==> src/rtl/muldiv_controller.sv <==
// HI/LO sequencer between the multicycle control unit and the shared multiplier/divider.
// Latches operands, pulses the selected unit, waits for its done and commits High/Low to HI/LO.
module muldiv_controller #(
    parameter int unsigned TIMEOUT = 48
) (
    input  logic        Clock,
    input  logic        Reset,
    input  logic        Start,
    input  logic [1:0]  Op,
    input  logic [31:0] A,
    input  logic [31:0] B,
    output logic        MultStart,
    output logic [31:0] MultA,
    output logic [31:0] MultB,
    input  logic        MultDone,
    input  logic [31:0] MultHigh,
    input  logic [31:0] MultLow,
    output logic        DivStart,
    output logic [31:0] DivA,
    output logic [31:0] DivB,
    input  logic        DivDone,
    input  logic [31:0] DivHigh,
    input  logic [31:0] DivLow,
    output logic        Busy,
    output logic        Done,
    output logic        DivZero,
    output logic        Timeout,
    output logic [31:0] HI,
    output logic [31:0] LO
);

    localparam int unsigned CW = $clog2(TIMEOUT);
    localparam logic [CW-1:0] CntMax = CW'(TIMEOUT - 1);

    localparam logic [1:0] OpMult = 2'b00;
    localparam logic [1:0] OpDiv  = 2'b01;
    localparam logic [1:0] OpMthi = 2'b10;
    localparam logic [1:0] OpMtlo = 2'b11;

    typedef enum logic [2:0] {StIdle, StLaunch, StWait, StCommit, StFault} state_e;

    state_e        state_q, state_d;
    logic          sel_div_q, sel_div_d;
    logic          zero_fault_q, zero_fault_d;
    logic          mt_done_q, mt_done_d;
    logic [CW-1:0] cnt_q, cnt_d;
    logic [31:0]   hi_q, hi_d, lo_q, lo_d;
    logic [31:0]   mult_a_q, mult_a_d, mult_b_q, mult_b_d;
    logic [31:0]   div_a_q, div_a_d, div_b_q, div_b_d;
    logic          unit_done;

    // Only the selected unit's done is watched.
    assign unit_done = sel_div_q ? DivDone : MultDone;

    always_comb begin
        state_d      = state_q;
        sel_div_d    = sel_div_q;
        zero_fault_d = zero_fault_q;
        mt_done_d    = 1'b0;
        cnt_d        = cnt_q;
        hi_d         = hi_q;
        lo_d         = lo_q;
        mult_a_d     = mult_a_q;
        mult_b_d     = mult_b_q;
        div_a_d      = div_a_q;
        div_b_d      = div_b_q;
        case (state_q)
            StIdle: begin
                if (Start) begin
                    unique case (Op)
                        OpMthi: begin
                            hi_d      = A;
                            mt_done_d = 1'b1;
                        end
                        OpMtlo: begin
                            lo_d      = A;
                            mt_done_d = 1'b1;
                        end
                        OpDiv: begin
                            if (B == 32'd0) begin
                                zero_fault_d = 1'b1;
                                state_d      = StFault;
                            end else begin
                                div_a_d   = A;
                                div_b_d   = B;
                                sel_div_d = 1'b1;
                                state_d   = StLaunch;
                            end
                        end
                        OpMult: begin
                            mult_a_d  = A;
                            mult_b_d  = B;
                            sel_div_d = 1'b0;
                            state_d   = StLaunch;
                        end
                    endcase
                end
            end
            StLaunch: begin
                cnt_d   = '0;
                state_d = StWait;
            end
            StWait: begin
                if (unit_done) begin
                    hi_d    = sel_div_q ? DivHigh : MultHigh;
                    lo_d    = sel_div_q ? DivLow : MultLow;
                    state_d = StCommit;
                end else if (cnt_q == CntMax) begin
                    zero_fault_d = 1'b0;
                    state_d      = StFault;
                end else begin
                    cnt_d = cnt_q + 1'b1;
                end
            end
            StCommit: state_d = StIdle;
            StFault:  state_d = StIdle;
            default:  state_d = StIdle;
        endcase
    end

    always_ff @(posedge Clock) begin
        if (Reset) begin
            state_q      <= StIdle;
            sel_div_q    <= 1'b0;
            zero_fault_q <= 1'b0;
            mt_done_q    <= 1'b0;
            cnt_q        <= '0;
            hi_q         <= 32'd0;
            lo_q         <= 32'd0;
            mult_a_q     <= 32'd0;
            mult_b_q     <= 32'd0;
            div_a_q      <= 32'd0;
            div_b_q      <= 32'd0;
        end else begin
            state_q      <= state_d;
            sel_div_q    <= sel_div_d;
            zero_fault_q <= zero_fault_d;
            mt_done_q    <= mt_done_d;
            cnt_q        <= cnt_d;
            hi_q         <= hi_d;
            lo_q         <= lo_d;
            mult_a_q     <= mult_a_d;
            mult_b_q     <= mult_b_d;
            div_a_q      <= div_a_d;
            div_b_q      <= div_b_d;
        end
    end

    assign MultStart = (state_q == StLaunch) && !sel_div_q;
    assign DivStart  = (state_q == StLaunch) && sel_div_q;
    assign Busy      = (state_q != StIdle);
    // MTHI/MTLO complete without leaving IDLE, so their Done comes from a registered flag.
    assign Done      = (state_q == StCommit) || mt_done_q;
    assign DivZero   = (state_q == StFault) && zero_fault_q;
    assign Timeout   = (state_q == StFault) && !zero_fault_q;
    assign MultA     = mult_a_q;
    assign MultB     = mult_b_q;
    assign DivA      = div_a_q;
    assign DivB      = div_b_q;
    assign HI        = hi_q;
    assign LO        = lo_q;

endmodule

==> config.mk <==
export PLATFORM = sky130hd
export DESIGN_NAME = muldiv_controller
export DESIGN_NICKNAME = d
export VERILOG_FILES = /design/src/rtl/muldiv_controller.sv
export SDC_FILE = /design/constraint.sdc
export NUM_CORES = 1
export LEC_CHECK = 0
export CAP_MARGIN = 20
export CORE_AREA = 2 2 156 158
export CTS_BUF_LIST = sky130_fd_sc_hd__clkbuf_4
export DETAILED_ROUTE_END_ITERATION = 16
export DIE_AREA = 0 0 158 160
export PLACE_DENSITY = 0.83
export SLEW_MARGIN = 5
export SYNTH_ARGS = -nofsm -noshare
export SYNTH_HDL_FRONTEND = slang
export SYNTH_SLANG_ARGS = --single-unit
==> constraint.sdc <==
create_clock -name Clock -period 5.8 [get_ports Clock]
set_clock_uncertainty 0.1 [all_clocks]
set_input_delay 0.87 -clock Clock [delete_from_list [all_inputs] [get_ports Clock]]
set_output_delay 0.87 -clock Clock [all_outputs]
set_load 0.03 [all_outputs]
==> flow_metrics.py <==
metrics = {
    "finish": {
        "drive_above_1_share_pct": 7.50,
        "stdcell_count": 1821,
        "syn2layout_area_growth_pct": 51.9,
        "final_cell_mix": "395 x clkdlybuf4s50_1, 328 x nand2_1, 203 x dfxtp_1",
        "fin_nets": 1660,
        "final_common_cell": "clkdlybuf4s50_1",
    },
    "detailed_routing": {
        "via_count": 9655,
        "vias_per_cell": 5.30,
        "wl_per_cell_um": 18.5,
        "drtAntennaViolNets": 0,
        "drt-initial-drc-count": 679,
        "firstDrtPassIters": 6,
        "drc_errors": 0,
        "wl_um": 33700,
    },
    "cts": {
        "clk_pin_slew_ns": 0.06,
        "cts_tree": "yes",
        "hold_buffers": 0,
        "clock_sinks": 204,
        "numCtsBuffers": 53,
        "cts_resized": 0,
        "cts_setup_buffers": 0,
        "cts_buffer_depth": 3,
        "h-tree-depth": 2,
        "insertion_delay_ns": 0.64,
        "cts_root_buf": "clkbuf_4",
    },
    "worst_setup_path": {
        "cp.required_ns": 4.83,
        "critPathCapture": "Busy",
        "startpoint": "state_q[2]",
        "critPathSlowestCell": "nor3_1",
        "crit_family": "buffers and inverters",
        "critical_path_depth": 3,
        "crit_buf_inv": 2,
        "cp_max_fo": 9,
        "cp_cell_sequence": "nor3_1 -> inv_1 -> clkdlybuf4s50_1",
        "r2r-end": "sel_div_q",
        "start_kind": "flop",
        "reg2reg_from": "state_q[2]",
        "critPathKind": "reg2out",
        "slowest_delay_ns": 0.95,
        "critPathCaptureType": "output pin",
        "arrival_ns": 3.10,
        "reg2reg_depth": 5,
        "r2r_slack_ns": 2.47,
    },
    "floorplanning": {
        "die_area_um2": 25300,
        "initial_core_util_pct": 38.3,
        "fp.dieW_um": 158,
        "core-area_um2": 23800,
        "rows": 57,
        "die_h_um": 160,
        "ios": 397,
    },
    "pwr": {
        "leakagePower_nw": 4.62,
        "finalPower_w": 0.00351,
        "ir_drop_mv": 0.127,
        "power_density_nw_per_um2": 253,
    },
    "run": {
        "drv_cap": 0,
    },
    "timing": {
        "tightest_slew_ns": 1.14,
        "hold_violations": 0,
        "finalSetupViolations": 0,
        "min_period_ns": 4.07,
        "setup_ws_ns": 1.73,
        "rsz0062_at_grt": "false",
        "final.period_utilization_pct": 70.1,
        "maxSlewHeadroom_pct": 23.4,
        "final.setup.tns_ns": 0,
        "drv_slew": 0,
        "max_freq_ghz": 0.246,
    },
    "synthesis": {
        "syn_inst": 1096,
        "syn_avg_cell_area_um2": 8.32,
        "synth_nets": 1296,
        "ys_warn_count": 0,
        "synth_seq_cells": 204,
        "synth.distinct_cells": 43,
        "seq_area_frac_synth_pct": 44.8,
        "syn_area_um2": 9120,
    },
    "global_routing": {
        "grt_pass1_vias": 9531,
        "grt_usage_pct": 25.9,
        "grt_max_degree": 88,
        "globalRouteOverflowTotal": 0,
        "antenna_found_initial": 2,
        "grt_pass1_wl_um": 51500,
    },
    "worst_hold_path": {
        "hold_class": "reg2reg",
    },
    "placement": {
        "portBuffers": 396,
        "pre_cts_slack_ns": 2.06,
        "dpl.cell_count": 1728,
        "post-dp-hpwl_um": 23300,
        "place_congestion": 0.879,
    },
    "run_status": {
        "status": "completed",
    },
}
## through the flow
| step | hold WS [ns] | utilization, % | instance area (um2) |
|---|---|---|---|
| 5_1_grt | 0.369 | 58.1 | 13900 |
| 2_1_floorplan | 0.348 | - | 9120 |
| 3_5_place_dp | 0.346 | 55.3 | 13200 |
| 6_report | 0.352 | 58.1 | 13900 |
| 4_1_cts | 0.354 | 58.0 | 13800 |
| 3_3_place_gp | 0.341 | 55.3 | 13200 |
## worst min-delay path: stages (launching register included)
cell and delay [ns]:
dfxtp_1 0.31, nand2_1 0.05, a21oi_1 0.05
## cells in the mapped netlist (all sizes together)
master / instances / area share (%)
nand2: 328 / 13
dfxtp: 204 / 45
a21oi: 137 / 7.5
mux2i: 132 / 14
clkbuf: 85 / 3.5
o21ai: 68 / 3.7
o2111ai: 65 / 6.2
buf: 14 / 1.7
inv: 8 / 0.33
nor4: 8 / 0.55
nand3: 6 / 0.33
nor2: 5 / 0.21
or3: 4 / 0.27
nand4: 3 / 0.21
nor3: 3 / 0.22
a21boi: 2 / 0.16
and2: 2 / 0.14
and3: 2 / 0.14
nor3b: 2 / 0.16
o211ai: 2 / 0.16
o31ai: 2 / 0.16
a211oi: 1 / 0.082
a22o: 1 / 0.096
a311oi: 1 / 0.096
ha: 1 / 0.14
mux2: 1 / 0.12
nand2b: 1 / 0.069
o21a: 1 / 0.082
o21ba: 1 / 0.18
o21bai: 1 / 0.082
o311a: 1 / 0.11
or2: 1 / 0.069
or3b: 1 / 0.096
or4: 1 / 0.082
or4b: 1 / 0.15
## kinds of logic after synthesis
group	count (synthesis)	synth area share, %
AOI/OAI and AO/OA	283	18.7
adders and majority gates	1	0.137
buffers and inverters	107	5.58
DFF	204	44.8
muxes	133	14.6
and+or+nand+nor	368	16.2
## layer usage
metal / part of all wire [%] / global-route usage [%] / up-vias
met5: 0.039 / 0 / -
met4: 3.6 / 10.4 / 2
met3: 9.6 / 8.01 / 88
met2: 48 / 42.9 / 471
met1: 39 / 31.3 / 4493
li1: - / - / 4601
## registers in the layout, indices dropped and copies added (netlist names)
signal,cells
DivA,32
DivB,32
HI,32
LO,32
MultA,32
MultB,32
cnt_q,6
mt_done_q,1
sel_div_q,1
state_q,3
zero_fault_q,1
## worst min path at each step
stage	from	cells after the start	endpoint
after floorplan	cnt_q[5]	2	cnt_q[5]
after global placement	MultB[30]	2	MultB[30]
after detailed placement	MultA[5]	2	MultA[5]
after CTS	MultB[12]	2	MultB[12]
after global routing	MultA[5]	2	MultA[5]
final	MultB[12]	2	MultB[12]
## where the power goes
part | switching (W) | total [W] | leakage [nW] | internal (W)
combinational | 0.000465 | 0.000801 | 2.58 | 0.000336
clock | 0.000586 | 0.00120 | 0.388 | 0.000611
sequential | 0.0000433 | 0.00151 | 1.66 | 0.00147
## layout make-up
type,instances,area (um2)
clock buffer,78,586
tap,324,405
antenna,3,7.51
inverter,8,32.5
multi-input combinational,785,4600
timing repair buffer,408,4080
sequential,204,4090
clock inverter,11,46.3
fill,2174,9970
No activity file was read; power rests on OpenSTA's default activity.
==> RTL edit 1: new RTL, same settings <==
The parameter `TIMEOUT` goes from 48 to 24.
--- a/src/rtl/muldiv_controller.sv
+++ b/src/rtl/muldiv_controller.sv
@@ -1,7 +1,7 @@
 // HI/LO sequencer between the multicycle control unit and the shared multiplier/divider.
 // Latches operands, pulses the selected unit, waits for its done and commits High/Low to HI/LO.
 module muldiv_controller #(
-    parameter int unsigned TIMEOUT = 48
+    parameter int unsigned TIMEOUT = 24
 ) (
     input  logic        Clock,
     input  logic        Reset,
Function: no difference found for any inputs over 4 cycles, from zero or initial values and one cycle with Reset high; that may be too few to reach the edited logic, so the function may still have changed.
==> RTL edit 1 against the original RTL <==
Final area grew 1.8%. Non-clock buffer count shrank 1. Core utilization up 1.0 points. Total power is 11% higher. Combinational power is 37% higher. Routed wire length down 1.1%. Area after synthesis grew 3.3%. Setup slack better by 0.25 ns. Highest routed layer is now met4. Sequential power rose by 3%. Fmax increased by 6.5%. Final cell count down 0.55%. Sequential cell count fell by 1.
==> RTL edit 1: results (changes against the original RTL) <==
cts:
  htreeDepth: 2  # unchanged
  clk_latency_ns: 0.65
  clkTransAtPathRegs_ns: 0.06  # about the same
  clock-root-buffer: "clkbuf_4"
  cts-buffers-inserted: 54  # +1.9%
  clk_path_buf_depth: 3  # unchanged
routing:
  drt_pass1_iterations: 5  # -1
  m1WireLength_um: 13300  # +0.83%
  drt_iter0_drc: 684  # +0.74%
  drt-wirelength-per-cell_um: 18.4  # -0.51%
  met2_length_um: 16200  # +0.48%
  met3_length_um: 2840  # -12%
  top_layer_used: "met4"
  via_per_inst: 5.30  # about the same
power:
  leakagePower_nw: 4.65  # +0.59%
  p_switching_w: 0.00132  # +21%
  max-vdd-ir-drop_v: 0.000153  # +20%
timing:
  slew_headroom_pct: 25.3  # +2.0 points
  fin_crit_ns: 3.82  # -0.247 ns
synthesis:
  seq_area_frac_synth_pct: 43.1  # -1.7 points
  ys_types: 38  # -12%
  synthTopCellsByArea: "dfxtp_1, mux2i_1, nand2b_1, nand2_1, a21oi_1"
  ys_async_sr_fraction_pct: 0  # unchanged
  ys_warn_count: 0  # unchanged
  synthFlopType: "dfxtp_1"
  syn-num-nets: 1286  # -0.77%
  syn_inst: 1086  # -0.91%
  synth_commonest_cells: "dfxtp_1, nand2_1, a21oi_1"
min_path:
  holdPathStages: 2  # unchanged
  min-delay-start: "MultB[14]$_SDFFE_PP0P_"
  hold_class: "reg2reg"
setup_path:
  crit_path_top_delay_cell: "nor3_1"
  ff2ff_path_depth: 5  # unchanged
  crit_fanout: 8  # -1
  cp.arrival_ns: 2.85  # -0.25 ns
  crit_family: "buffers and inverters"
  worstReg2RegStart: "sel_div_q$_SDFFE_PP0P_"
  startpoint: "state_q[0]$_SDFFE_PP0P_"
  cpPeakStageDelay_ns: 0.73  # -0.22 ns
global_routing:
  grt_pass1_vias: 9434  # -1.0%
  grt_use_met3_pct: 7.38  # -0.62 points
  use_met2_pct: 42.5  # -0.36 points
  grt_max_degree: 134  # +52%
  antenna_found_initial: 1  # -1
  grt_util_met1_pct: 30.2  # -1.1 points
  grt.total_usage_pct: 25.3  # -0.59 points
  grt_first_pass_wirelength_um: 50600  # -1.8%
place:
  gp_congestion: 0.795  # -9.5%
  dp_cells: 1718  # -0.58%
  dpl.hpwl_um: 22900  # -1.7%
final_layout:
  fin_cells: 1811  # -0.55%
  drive_above_1_share_pct: 7.20  # -0.30 points
run_status:
  status: "complete, no violations"
-- RTL edit 1: final timing paths --
path	endpoint	slack, ns
setup / recovery	Busy	1.98
hold / removal	MultB[14]$_SDFFE_PP0P_	0.36
setup reg to reg	HI[26]$_SDFFE_PP0P_	2.71
hold reg to reg	MultB[14]$_SDFFE_PP0P_	0.36
-- RTL edit 1: kinds of logic after synthesis --
group	count (synthesis)	share of synthesized area [%]
buffers and inverters	104	5.88
adder cells (fa/ha/maj)	1	0.133
AO/OA/AOI/OAI	281	17.8
multiplexers	131	13.9
AND/OR/NAND/NOR	366	19.2
flip-flops	203	43.1
-- RTL edit 1: worst reg2reg max path, stage by stage (launching register included) --
cell       delay [ns]
dfxtp_4          0.76
mux2i_1          0.38
o21ai_4          0.85
buf_4            0.52
o2111ai_1        0.20
a21oi_1          0.19
-- RTL edit 1: stage by stage --
step	cell area (sq um)	total power, W	setup slack, ns
finish	14100	0.00388	1.98
global route	14100	0.00406	1.84
CTS	14100	0.00390	1.93
detailed placement	13400	0.00267	2.11
global placement	13400	0.00266	2.16
floorplan	9420	0.00218	3.31
-- RTL edit 1: power groups by stage --
stage | combinational, W | sequential [W] | clock, W
finish | 0.00110 | 0.00155 | 0.00123
detailed placement | 0.00109 | 0.00158 | 0
CTS | 0.00110 | 0.00155 | 0.00125
global route | 0.00117 | 0.00156 | 0.00133
global placement | 0.00108 | 0.00158 | 0
floorplan | 0.000432 | 0.00175 | 0
-- RTL edit 1: layout make-up --
class	instances	area (sq um)
fill	2109	9720
multi-input combinational	779	4880
inverter	5	18.8
antenna	1	2.50
sequential	203	4070
tap	324	405
clock inverter	18	97.6
clock buffer	74	556
timing repair buffer	407	4070
==> RTL edit 2: new RTL, same flow settings <==
Without the edit above. Re-encode `state_e` (5 states) as one-hot, 5 bits wide.
--- a/src/rtl/muldiv_controller.sv
+++ b/src/rtl/muldiv_controller.sv
@@ -37,7 +37,7 @@
     localparam logic [1:0] OpMthi = 2'b10;
     localparam logic [1:0] OpMtlo = 2'b11;
 
-    typedef enum logic [2:0] {StIdle, StLaunch, StWait, StCommit, StFault} state_e;
+    typedef enum logic [4:0] {StIdle = 5'b00001, StLaunch = 5'b00010, StWait = 5'b00100, StCommit = 5'b01000, StFault = 5'b10000} state_e;
 
     state_e        state_q, state_d;
     logic          sel_div_q, sel_div_d;
Formal check against the unedited RTL: same outputs for any inputs over 4 cycles, from zero or initial values and one cycle with Reset high; so few cycles prove little.
==> RTL edit 2 against the original RTL <==
Largest power group unchanged. Routed wire length shrank 0.43%. Die area is the same. Largest cell class unchanged. Sequential cell count grew 2. Clock power grew 10%. Final area grew 0.58%. Area after synthesis grew 0.18%. First-iteration DRC count shrank 27%. Via count shrank 0.70%. Synthesized cell count shrank 2.4%. Global-route usage shrank 0.56 points. Total power shrank 2.5%. Critical path depth grew 1. Setup slack gained 0.42 ns.
==> RTL edit 2: results (changes against the original RTL) <==
power:
  max-vdd-ir-drop_v: 0.000178  # +39%
  leakagePower_nw: 4.78  # +3.4%
synthesis:
  seq_area_frac_synth_pct: 45.1  # +0.36 points
  syn_inst: 1070  # -2.4%
  ys_warn_count: 0  # unchanged
  synth_commonest_cells: "nand2_1, dfxtp_1, a21oi_1"
  synthTopCellsByArea: "dfxtp_1, mux2i_1, nand2_1, a21oi_1, a221o_1"
  ys_types: 43  # unchanged
  syn-num-nets: 1270  # -2.0%
  synthFlopType: "dfxtp_1"
cts:
  cts-buffers-inserted: 56  # +5.7%
  clk_path_buf_depth: 3  # unchanged
  htreeDepth: 2  # unchanged
  postCtsSetupRepairBufs: 0  # unchanged
  clk_latency_ns: 0.69  # +0.05 ns
  hold_buffers: 0  # unchanged
timing:
  whs_ns: 0.355  # +0.00224 ns
  worstMarginPinSlew_ns: 1.00  # -0.136 ns
min_path:
  holdPathEnd: "MultA[1]$_SDFFE_PP0P_"
  holdPathStages: 2  # unchanged
  min-delay-start: "MultA[1]$_SDFFE_PP0P_"
  hold_class: "reg2reg"
global_routing:
  grt_use_met3_pct: 9.39  # +1.4 points
  grt.total_usage_pct: 25.4  # -0.56 points
  use_met2_pct: 41.6  # -1.3 points
  grt_first_pass_wirelength_um: 50800  # -1.3%
  grt_pass1_vias: 9585  # +0.57%
  grt_util_met1_pct: 29.6  # -1.7 points
  grt_max_degree: 91  # +3.4%
place:
  gp_congestion: 0.840  # -4.4%
  port_buffers: 396  # unchanged
  dp_cells: 1701  # -1.6%
  pre_cts_ws_ns: 2.34  # +0.283 ns
  placed_cell_area_sq_um: 13200  # about the same
  dpl.hpwl_um: 23900  # +2.5%
setup_path:
  cp.arrival_ns: 2.68  # -0.42 ns
  reg2reg_slack_ns: 2.47  # about the same
  rr_endpoint: "LO[26]$_SDFFE_PP0P_"
  crit_fanout: 7  # -2
  ff2ff_path_depth: 5  # unchanged
routing:
  num_vias: 9587  # -0.70%
  m1WireLength_um: 13200  # about the same
  met2_length_um: 15400  # -4.2%
  drt_iter0_drc: 498  # -27%
  via_per_inst: 5.33  # +0.51%
  met3_length_um: 3750  # +16%
  drt_pass1_iterations: 5  # -1
  wirelength_um: 33600  # -0.43%
  top_layer_used: "met4"
final_layout:
  fillers: 2116  # -2.7%
  nets: 1636  # -1.4%
  drive_above_1_share_pct: 7.94  # +0.45 points
run_status:
  status: "complete, no violations"
RTL edit 2: cell count changes in the layout (fill, tap and decap cells not counted), moves of 29 or more:
cell,change
a221o_1,+64
nand2_1,-64
o2111ai_1,-64
o21ai_0,-63
nand3_1,+62
a21oi_1,+29
RTL edit 2: how the worst max path moves through the flow:
stage                                     end  slack, ns                     from
after CTS                                Busy       2.11  state_q[2]$_SDFFE_PP0P_
final                                    Busy       2.15  state_q[2]$_SDFFE_PP0P_
after global routing                     Busy       2.02  state_q[2]$_SDFFE_PP0P_
after global placement    LO[23]$_SDFFE_PP0P_       2.39                  DivDone
after detailed placement  LO[23]$_SDFFE_PP0P_       2.34                  DivDone
after floorplan                      DivStart       3.19   sel_div_q$_SDFFE_PP0P_
RTL edit 2: where the power goes:
group	internal (W)	total, W	leakage [nW]	switching (W)
clock network	0.000694	0.00132	0.424	0.000622
logic	0.000284	0.000610	2.68	0.000326
registers	0.00146	0.00149	1.67	0.0000307
total	0.00244	0.00342	4.78	0.000979
RTL edit 2: critical path: stages, from the launching register on:
cell and delay [ns]:
dfxtp_1 0.37, or4_1 0.64, nor2_2 0.23, inv_1 0.12
clkdlybuf4s50_1 0.64
RTL edit 2: cells by family after synthesis:
logic type | synth area share [%]
flops | 45.1
compound gates | 17.4
buf+inv | 5.19
fa+ha+maj | 0.137
simple gates | 17.9
mux | 14.3
RTL edit 2: layout make-up:
cell class                 instances  area [sq um]  area share [%]
antenna                            2          5.00          0.0359
timing repair buffer             408          4070            29.2
clock buffer                      83           623            4.47
clock inverter                    12          80.1           0.575
inverter                           7          28.8           0.207
tap                              324           405            2.91
sequential                       206          4130            29.6
multi-input combinational        757          4590            32.9
